==> config.mk <==
export PLATFORM = sky130hd
export DESIGN_NAME = vit_best_state_search_flat
export DESIGN_NICKNAME = d
export VERILOG_FILES = /design/src/rtl/vit_pkg.sv /design/src/rtl/vit_best_state_search_if.sv /design/src/rtl/vit_lane_min.sv /design/src/rtl/vit_best_state_search.sv /design/src/flat_wrapper.sv
export SDC_FILE = /design/constraint.sdc
export NUM_CORES = 1
export LEC_CHECK = 0
export ABC_CLOCK_PERIOD_IN_PS = 5000
export CORE_MARGIN = 4
export CORE_UTILIZATION = 35
export DETAILED_ROUTE_END_ITERATION = 7
export SETUP_SLACK_MARGIN = 0.02
export SLEW_MARGIN = 25
export SYNTH_ARGS = -nofsm -noshare
export SYNTH_HDL_FRONTEND = slang
export SYNTH_SLANG_ARGS = --single-unit
export TNS_END_PERCENT = 30
==> constraint.sdc <==
create_clock -name clk -period 5 [get_ports clk]
set_input_delay 0.5 -clock clk [delete_from_list [all_inputs] [get_ports clk]]
set_output_delay 0.5 -clock clk [all_outputs]
set_load 0.1 [all_outputs]
==> src/rtl/vit_pkg.sv <==
// Shared definitions for the Viterbi decoder blocks:
// log2 helper, best-state FSM encoding, default metric width.
package vit_pkg;

    localparam int VIT_W = 8;

    typedef enum logic [1:0] {
        IDLE = 2'd0,
        SCAN = 2'd1,
        DONE = 2'd2
    } vit_state_e;

    function automatic int clog2(input int v);
        for (int r = 0; r < 31; r++) begin
            if ((1 << r) >= v) return r;
        end
        return 31;
    endfunction

endpackage

==> src/rtl/vit_best_state_search_if.sv <==
// Handshake bundle for the best-state search: metric vector in
// (in_valid/in_ready/metrics), result out (out_valid/out_ready/results).
// slave: the search block; master: the producer/consumer side.
interface vit_best_state_search_if
    import vit_pkg::*;
#(
    parameter int W  = VIT_W,
    parameter int NS = 8
) ();

    localparam int SW = clog2(NS);

    logic            in_valid;
    logic            in_ready;
    logic [NS*W-1:0] metrics;
    logic            out_valid;
    logic            out_ready;
    logic [SW-1:0]   best_state;
    logic [W-1:0]    min_metric;
    logic            norm_flag;

    modport slave (
        input  in_valid, metrics, out_ready,
        output in_ready, out_valid, best_state, min_metric, norm_flag
    );

    modport master (
        output in_valid, metrics, out_ready,
        input  in_ready, out_valid, best_state, min_metric, norm_flag
    );

endinterface

==> src/rtl/vit_lane_min.sv <==
// Combinational minimum over LANES unsigned metrics.
// Ports: vals (packed lanes, lane i at [i*W +: W]), min_val, min_idx (lowest lane on ties).
module vit_lane_min
    import vit_pkg::*;
#(
    parameter  int W     = VIT_W,
    parameter  int LANES = 2,
    localparam int LW    = (LANES > 1) ? clog2(LANES) : 1
) (
    input  logic [LANES*W-1:0] vals,
    output logic [W-1:0]       min_val,
    output logic [LW-1:0]      min_idx
);

    // Strict less-than keeps the earlier lane on equal values.
    always_comb begin
        min_val = vals[W-1:0];
        min_idx = '0;
        for (int i = 1; i < LANES; i++) begin
            if (vals[i*W +: W] < min_val) begin
                min_val = vals[i*W +: W];
                min_idx = LW'(i);
            end
        end
    end

endmodule

==> src/rtl/vit_best_state_search.sv <==
// Sequential traceback start-state search: scans NS metrics LANES per clock,
// returns index and value of the minimum (lowest index wins ties).
// Ports: clk, reset (async, active-high), bus (slave handshake bundle).
// Optional VIT_BSS_NORM_EN: norm_flag = (min_metric >= NORM_THRESH), else tied 0.
module vit_best_state_search
    import vit_pkg::*;
#(
    parameter int W           = VIT_W,
    parameter int NS          = 8,
    parameter int LANES       = 2,
    parameter int NORM_THRESH = 2 ** (W - 1)
) (
    input  logic                     clk,
    input  logic                     reset,
    vit_best_state_search_if.slave   bus
);

    localparam int C  = NS / LANES;
    localparam int SW = clog2(NS);
    localparam int CW = (C > 1) ? clog2(C) : 1;
    localparam int LW = (LANES > 1) ? clog2(LANES) : 1;

    vit_state_e          state;
    logic [NS*W-1:0]     cap;
    logic [CW-1:0]       cnt;
    logic [W-1:0]        run_min;
    logic [SW-1:0]       run_idx;

    logic [LANES*W-1:0]  chunk;
    logic [W-1:0]        lane_val;
    logic [LW-1:0]       lane_idx;
    logic [SW-1:0]       cand_idx;
    logic                take;
    logic                last;
    logic [W-1:0]        nxt_min;
    logic [SW-1:0]       nxt_idx;

    assign chunk = cap[cnt*(LANES*W) +: LANES*W];

    vit_lane_min #(
        .W     (W),
        .LANES (LANES)
    ) u_lane_min (
        .vals    (chunk),
        .min_val (lane_val),
        .min_idx (lane_idx)
    );

    // Global state index = chunk number concatenated with lane index.
    if (C == 1) begin : g_idx_one
        assign cand_idx = SW'(lane_idx);
    end else if (LANES == 1) begin : g_idx_lane1
        logic unused_lane_idx;
        assign unused_lane_idx = ^lane_idx;
        assign cand_idx = SW'(cnt);
    end else begin : g_idx_cat
        assign cand_idx = {cnt, lane_idx};
    end

    // Chunk 0 seeds the running best; later chunks win only if strictly smaller.
    assign take    = (cnt == '0) || (lane_val < run_min);
    assign last    = (cnt == CW'(C - 1));
    assign nxt_min = take ? lane_val : run_min;
    assign nxt_idx = take ? cand_idx : run_idx;

    assign bus.in_ready = (state == IDLE) && !reset;

`ifndef VIT_BSS_NORM_EN
    logic unused_thresh;
    assign unused_thresh = ^NORM_THRESH;
`endif

    always_ff @(posedge clk or posedge reset) begin
        if (reset) begin
            state          <= IDLE;
            cap            <= '0;
            cnt            <= '0;
            run_min        <= '0;
            run_idx        <= '0;
            bus.out_valid  <= 1'b0;
            bus.best_state <= '0;
            bus.min_metric <= '0;
            bus.norm_flag  <= 1'b0;
        end else begin
            case (state)
                IDLE: begin
                    if (bus.in_valid) begin
                        cap   <= bus.metrics;
                        cnt   <= '0;
                        state <= SCAN;
                    end
                end
                SCAN: begin
                    run_min <= nxt_min;
                    run_idx <= nxt_idx;
                    if (last) begin
                        cnt            <= '0;
                        bus.best_state <= nxt_idx;
                        bus.min_metric <= nxt_min;
`ifdef VIT_BSS_NORM_EN
                        bus.norm_flag  <= (nxt_min >= W'(NORM_THRESH));
`else
                        bus.norm_flag  <= 1'b0;
`endif
                        bus.out_valid  <= 1'b1;
                        state          <= DONE;
                    end else begin
                        cnt <= cnt + 1'b1;
                    end
                end
                DONE: begin
                    if (bus.out_ready) begin
                        bus.out_valid <= 1'b0;
                        state         <= IDLE;
                    end
                end
                default: state <= IDLE;
            endcase
        end
    end

endmodule

==> src/flat_wrapper.sv <==
// flat-port wrapper written by rule: the top's interface ports become plain ports
module vit_best_state_search_flat import vit_pkg::*;
#(
    parameter int W           = VIT_W,
    parameter int NS          = 8,
    parameter int LANES       = 2,
    parameter int NORM_THRESH = 2 ** (W - 1)
)
  (clk, reset, bus_in_valid, bus_metrics, bus_out_ready, bus_in_ready, bus_out_valid, bus_best_state, bus_min_metric, bus_norm_flag);
  vit_best_state_search_if #(.W(W), .NS(NS)) bus_i ();
  input  logic clk;
  input  logic reset;
  input wire logic [$bits(bus_i.in_valid)-1:0] bus_in_valid;
  input wire logic [$bits(bus_i.metrics)-1:0] bus_metrics;
  input wire logic [$bits(bus_i.out_ready)-1:0] bus_out_ready;
  output wire logic [$bits(bus_i.in_ready)-1:0] bus_in_ready;
  output wire logic [$bits(bus_i.out_valid)-1:0] bus_out_valid;
  output wire logic [$bits(bus_i.best_state)-1:0] bus_best_state;
  output wire logic [$bits(bus_i.min_metric)-1:0] bus_min_metric;
  output wire logic [$bits(bus_i.norm_flag)-1:0] bus_norm_flag;
  assign bus_i.in_valid = bus_in_valid;
  assign bus_i.metrics = bus_metrics;
  assign bus_i.out_ready = bus_out_ready;
  assign bus_in_ready = bus_i.in_ready;
  assign bus_out_valid = bus_i.out_valid;
  assign bus_best_state = bus_i.best_state;
  assign bus_min_metric = bus_i.min_metric;
  assign bus_norm_flag = bus_i.norm_flag;
  vit_best_state_search #(.W(W), .NS(NS), .LANES(LANES), .NORM_THRESH(NORM_THRESH)) u_core (.clk(clk), .reset(reset), .bus(bus_i));
endmodule
### After elaboration in Yosys (flattened, before gate mapping)

Index checks and enable logic that the tools add are counted.

* shift operators: 1
* magnitude comparators: 2
* equal/unequal tests: 6
* reduce and logical (&&, ||, !) cells: 12
* add/subtract/negate cells: 1
* mux-type cells: 14

Operator list (number)
* $shiftx 64x7->16: 1
* $lt 8x8->1: 2
* $mux 8: 2
* $mux 2: 5
* $pmux 2 s3: 1
* $reduce_and 2->1: 3
* $reduce_and 3->1: 2
* $eq 2x2->1 const B: 2
* $logic_not 2->1: 2
* $ne 2x2->1 const B: 2
* $pmux 2 s2: 1
* $reduce_bool 2->1: 2
* $mux 1: 3
* $mux 3: 1
* $add 2x1->2 const B: 1
* $eq 2x1->1 const B: 1
* $ne 2x1->1 const B: 1
* $pmux 1 s2: 1
* $logic_and 1x1->1: 1
* $logic_not 1->1: 1
* $logic_or 1x1->1: 1

* logic and storage cells: 44
* output and inout bits: 14
* flip-flop bits (word level): 91
* input bits: 68

### Logic depth before layout (Yosys ltp)

* depth in word-level cells: 6
* mapped depth: 18
* gate-level depth less buffers: 14

### By module

From an unflattened synthesis, not the netlist that was laid out.

* cells, all modules: 321
* area total of the unflattened synthesis: 4394.2 um^2

By module, submodules not included
* vit_best_state_search: seq. area each 2277.2 um^2, area each 4092.7 um^2, instances 1, cells an instance 289
* vit_lane_min: seq. area each 0.0 um^2, area each 301.5 um^2, instances 1, cells an instance 32

### Worst setup path before layout

Ideal clock, no wire load.

* path type: reg2reg
* from: register u_core.cnt[0]
* to: register u_core.run_idx[0]
* required time: 4.875 ns
* cell stages (with the launch flop): 19
* arrival time: 4.574 ns
* library setup time: 0.125 ns
* setup slack: 0.301 ns
* period minus slack after synthesis: 4.699 ns
* buffers on the path: 4
* path through: dfrtp_1 > buf_6 > clkbuf_1 > mux4_2 > inv_1 > ha_1 > a21oi_1 > a21oi_1 > a211oi_2 > mux2_2 > ha_1 > a21o_1 > a21oi_1 > o21ai_0 > a32oi_1 > buf_6 > nand2_4 > buf_6 > mux2_4

* longest elaborated chain between the ends: 6
* elaborated cells on any way between the ends: 8
* classes of those cells: 2 x order compare; 1 x shift; 3 x mux; 2 x reduce/logical

Ends and longest elaborated chain
* start, declared: line vit_best_state_search.sv:25 `logic [CW-1:0] cnt;`
* start signal, assigned: line vit_best_state_search.sv:108 `cnt <= cnt + 1'b1;`
* $shiftx 64x7->16: line vit_best_state_search.sv:38 `assign chunk = cap[cnt*(LANES*W) +: LANES*W];`
* $lt 8x8->1: line vit_lane_min.sv:20 `if (vals[i*W +: W] < min_val) begin`
* $mux 8: line vit_lane_min.sv:20
* $lt 8x8->1: line vit_best_state_search.sv:61 `assign take = (cnt == '0) || (lane_val < run_min);`
* $logic_or 1x1->1: line vit_best_state_search.sv:61
* $mux 3 (*): line vit_best_state_search.sv:64 `assign nxt_idx = take ? cand_idx : run_idx;`
* end signal, assigned: line vit_best_state_search.sv:95 `run_idx <= nxt_idx;`
* end, declared: line vit_best_state_search.sv:27 `logic [SW-1:0] run_idx;`

Mark *: on every way between the ends. The rest lies on a longest branch, timed or not.
A chain may end at the register's enable or synchronous reset.

### Worst setup path in the final report

* from: register u_core.cnt[0]
* to: register u_core.run_idx[1]

The elaborated chain is that of the path after synthesis.

==> summary.md <==
| Metric | Value |
|---|---|
| Minimum clock period | `4.65 ns` |
| Drt first pass iters | `4` |
| Slew @ Worst Pin | `0.984 ns` |
| # port buffers | `80` |
| Critical Path RT | `5.22 ns` |
| Hold Crit Class | `reg2reg` |
| Hold Buf Count CTS | `0` |
| Core area | `12,700 sq um` |
| Final Max Slew Viols | `0` |
| Flop2flop setup slack | `0.35 ns` |
| WP buf/inv | `3` |
| Number of remaining DRC errors | `0` |
| Largest delay share family, worst path | `multiplexers` |
| CP Depth | `16` |
| Outcome | `finished clean` |
| GR Util All Layers | `0.134` |
| Mean Syn Cell Area | `13.5 sq um` |
| Pin count of the biggest net entering global routing | `65` |
| Die ar. | `15,000 sq um` |
| Cell row count | `41` |
| Post-synth top cells | `dfrtp_1 (91), mux2_2 (72), inv_1 (20), ha_1 (16), a21oi_1 (13)` |
| CTS Buf Count | `9` |
| Clk pin slew, worst setup/hold paths | `0.06 ns` |
| Die height | `122 microns` |
| # fillers | `1,203` |
| Synth area leader | `dfrtp_1` |
| Post-synth ARST share | `1.00` |
| Fin Setup TNS | `0 ns` |
| Met3 layer usage reported by global route | `0.0387` |
| Grt total ovfl | `0` |
| Hold slack final | `0.477 ns` |
| WL/cell | `15.9 microns` |
| Unrepaired setup endpoints after global routing | `false` |
| Gr busiest metal | `met2` |
| Worst setup path endpoint | `u_core.run_idx[1]` |
| Die Wd | `122 microns` |
| Post-route clock skew | `0.00599 ns` |
| Synth-to-Final Area Change | `28.6%` |
| H-tree depth | `3` |
| Post-synth EDFFs | `0` |
| Cells after Synth | `340` |
| Number of global-route vias before repair | `3,172` |
| Synth Net Count | `424` |
| Top post-synthesis cells by area | `dfrtp_1 (50%), mux2_2 (18%), mux4_1 (5.2%)` |
| Crit share post-route | `0.930` |
| Slew margin rel. | `0.342` |
| CP cell instances | `buf_12, mux4_1, ha_1, nand4_1, a21oi_1, a211oi_2, buf_4, mux2_2, ha_1, a21oi_1, o21a_1, o21ai_1, a32oi_1, buf_4, nand2_4, mux2_4` |
| Reg-to-Reg Start | `u_core.cnt[0]` |
| Root Buffer | `clkbuf_16` |
| Mapped Area | `4590 sq um` |
| Seq cells post-synth | `91` |
| Sinks on Clock Net | `91` |
| RD Place Congestion | `0.809` |
| Count of antenna diodes in the layout | `0` |
| CP endpoint kind | `flop` |
| Synth top area share | `0.497` |
| I/O pins | `82` |
| Longest Clk Path Bufs | `2` |
| Distinct cells, synth | `43` |
| R2R depth | `16` |
| Fraction of layout cells with a size suffix above 1 | `0.270` |
| Fmax | `215 MHz` |
| Via count | `2,968` |
| Crit path largest cell delay | `0.61 ns` |
| CP Data Arrival Time | `4.87 ns` |
| Top_reg_cell synth | `dfrtp_1` |
| Most frequent cell after synthesis | `dfrtp_1` |
| Hold Violations, Final | `0` |
| Final setup viols | `0` |
| CTS tree | `yes` |
| CP Class | `reg2reg` |
| Synth Warn # | `0` |
| First-pass GRT wire length | `15.7 mm` |
| Seq/Total Area, Yosys | `0.497` |
| Antenna violations before repair | `0` |
| FF-to-FF End | `u_core.run_idx[1]` |
| Drt via density | `4.96` |
| Largest fanout on the critical path | `21` |
| Met2 Use GR | `0.204` |
| Crit start category | `flop` |
| WL final | `9.49 mm` |
| DP HPWL | `7.18 mm` |
| Initial Util | `0.360` |
| 1st-iter DRT viols | `97` |
| Crit. Startpoint | `u_core.cnt[0]` |
| Clk Latency, worst-skew pair | `0.34 ns` |
| Routed Antenna Nets | `0` |
| Met1 track demand over resource | `0.187` |
| Number of nets in the layout | `505` |
| CP max stage cell | `mux4_1` |
| Max Cap Viol | `0` |
[worst min-delay path, delay by kind of cell (launching register included)]
| kind | cells | cell delay, ns |
|---|---|---|
| compound gates | 1 | 0.06 |
| flops | 1 | 0.34 |
| simple gates | 1 | 0.04 |
[cell families after synthesis]
| group | count (synthesis) | share of synthesized area |
|---|---|---|
| other cells | 1 | 0.000818 |
| fa+ha+maj | 16 | 0.0437 |
| buf+inv | 38 | 0.0371 |
| flops | 91 | 0.497 |
| compound gates | 44 | 0.0603 |
| mux | 107 | 0.315 |
| simple gates | 43 | 0.0464 |
[what timing repair did]
item,CTS,global route
gates resized for setup,0,1
buffers inserted,0,0
setup endpoints to repair,0,1
[registers in the layout, summed over array words and instances (netlist names)]
register	count
u_core.cap	64
u_core.bus.best_state	3
u_core.state	2
u_core.bus.out_valid	1
u_core.cnt	2
u_core.bus.min_metric	8
u_core.run_idx	3
u_core.run_min	8
[how the worst min path moves through the flow]
stage                                   from                  endpoint  slack [ns]  cells after the start
floorplan                     u_core.cap[16]            u_core.cap[16]        0.47                      1
global placement    u_core.bus.min_metric[3]  u_core.bus.min_metric[3]        0.47                      2
detailed placement  u_core.bus.min_metric[3]  u_core.bus.min_metric[3]        0.47                      2
CTS                 u_core.bus.min_metric[3]  u_core.bus.min_metric[3]        0.49                      2
global route        u_core.bus.min_metric[1]  u_core.bus.min_metric[1]        0.50                      2
finish              u_core.bus.min_metric[3]  u_core.bus.min_metric[3]        0.48                      2
[cell type report]
class,instances,area [sq um],share of cell area
clock buffers,12,236,0.0401
clock inverters,4,75.1,0.0127
inverters,20,76.3,0.0129
multi-input cells,211,2140,0.363
flip-flops and latches,91,2280,0.386
well taps,172,215,0.0365
repair buffers,88,873,0.148
[layout by cell type (no fill, tap or decap), drive strengths merged, types with 2 or more instances in the layout]
cell type / n
a311oi: 2
dfrtp: 91
o31ai: 2
bufinv: 2
ha: 16
a211oi: 4
nand3: 3
clkdlybuf4s50: 80
o21ai: 14
nand4: 2
mux2: 82
a21oi: 13
buf: 8
inv: 19
a22o: 2
nand2: 12
and2: 2
nor3: 6
mux4: 16
nor2: 11
mux2i: 9
clkbuf: 12
clkinvlp: 2
[layer usage]
| metal | up-vias | part of all wire |
|---|---|---|
| met1 | 1472 | 0.49 |
| met5 | - | 0 |
| met4 | 0 | 0.012 |
| met2 | 74 | 0.45 |
| met3 | 12 | 0.050 |
| li1 | 1410 | - |
[through the flow]
| stage | cell area (sq um) | std cells | setup WS, ns | util |
|---|---|---|---|---|
| 6_report | 5900 | 598 | 0.351 | 0.464 |
| 5_1_grt | 5900 | 598 | 0.105 | 0.464 |
| 4_1_cts | 5900 | 598 | 0.255 | 0.464 |
| 3_5_place_dp | 5590 | 582 | 0.258 | 0.439 |
| 3_3_place_gp | 5590 | 582 | 0.440 | 0.439 |
| 2_1_floorplan | 4590 | 340 | 0.301 | - |
Power is left out: the tool's default activity adds up to more than one toggle a clock period on the data nets, which glitch-free logic cannot reach.
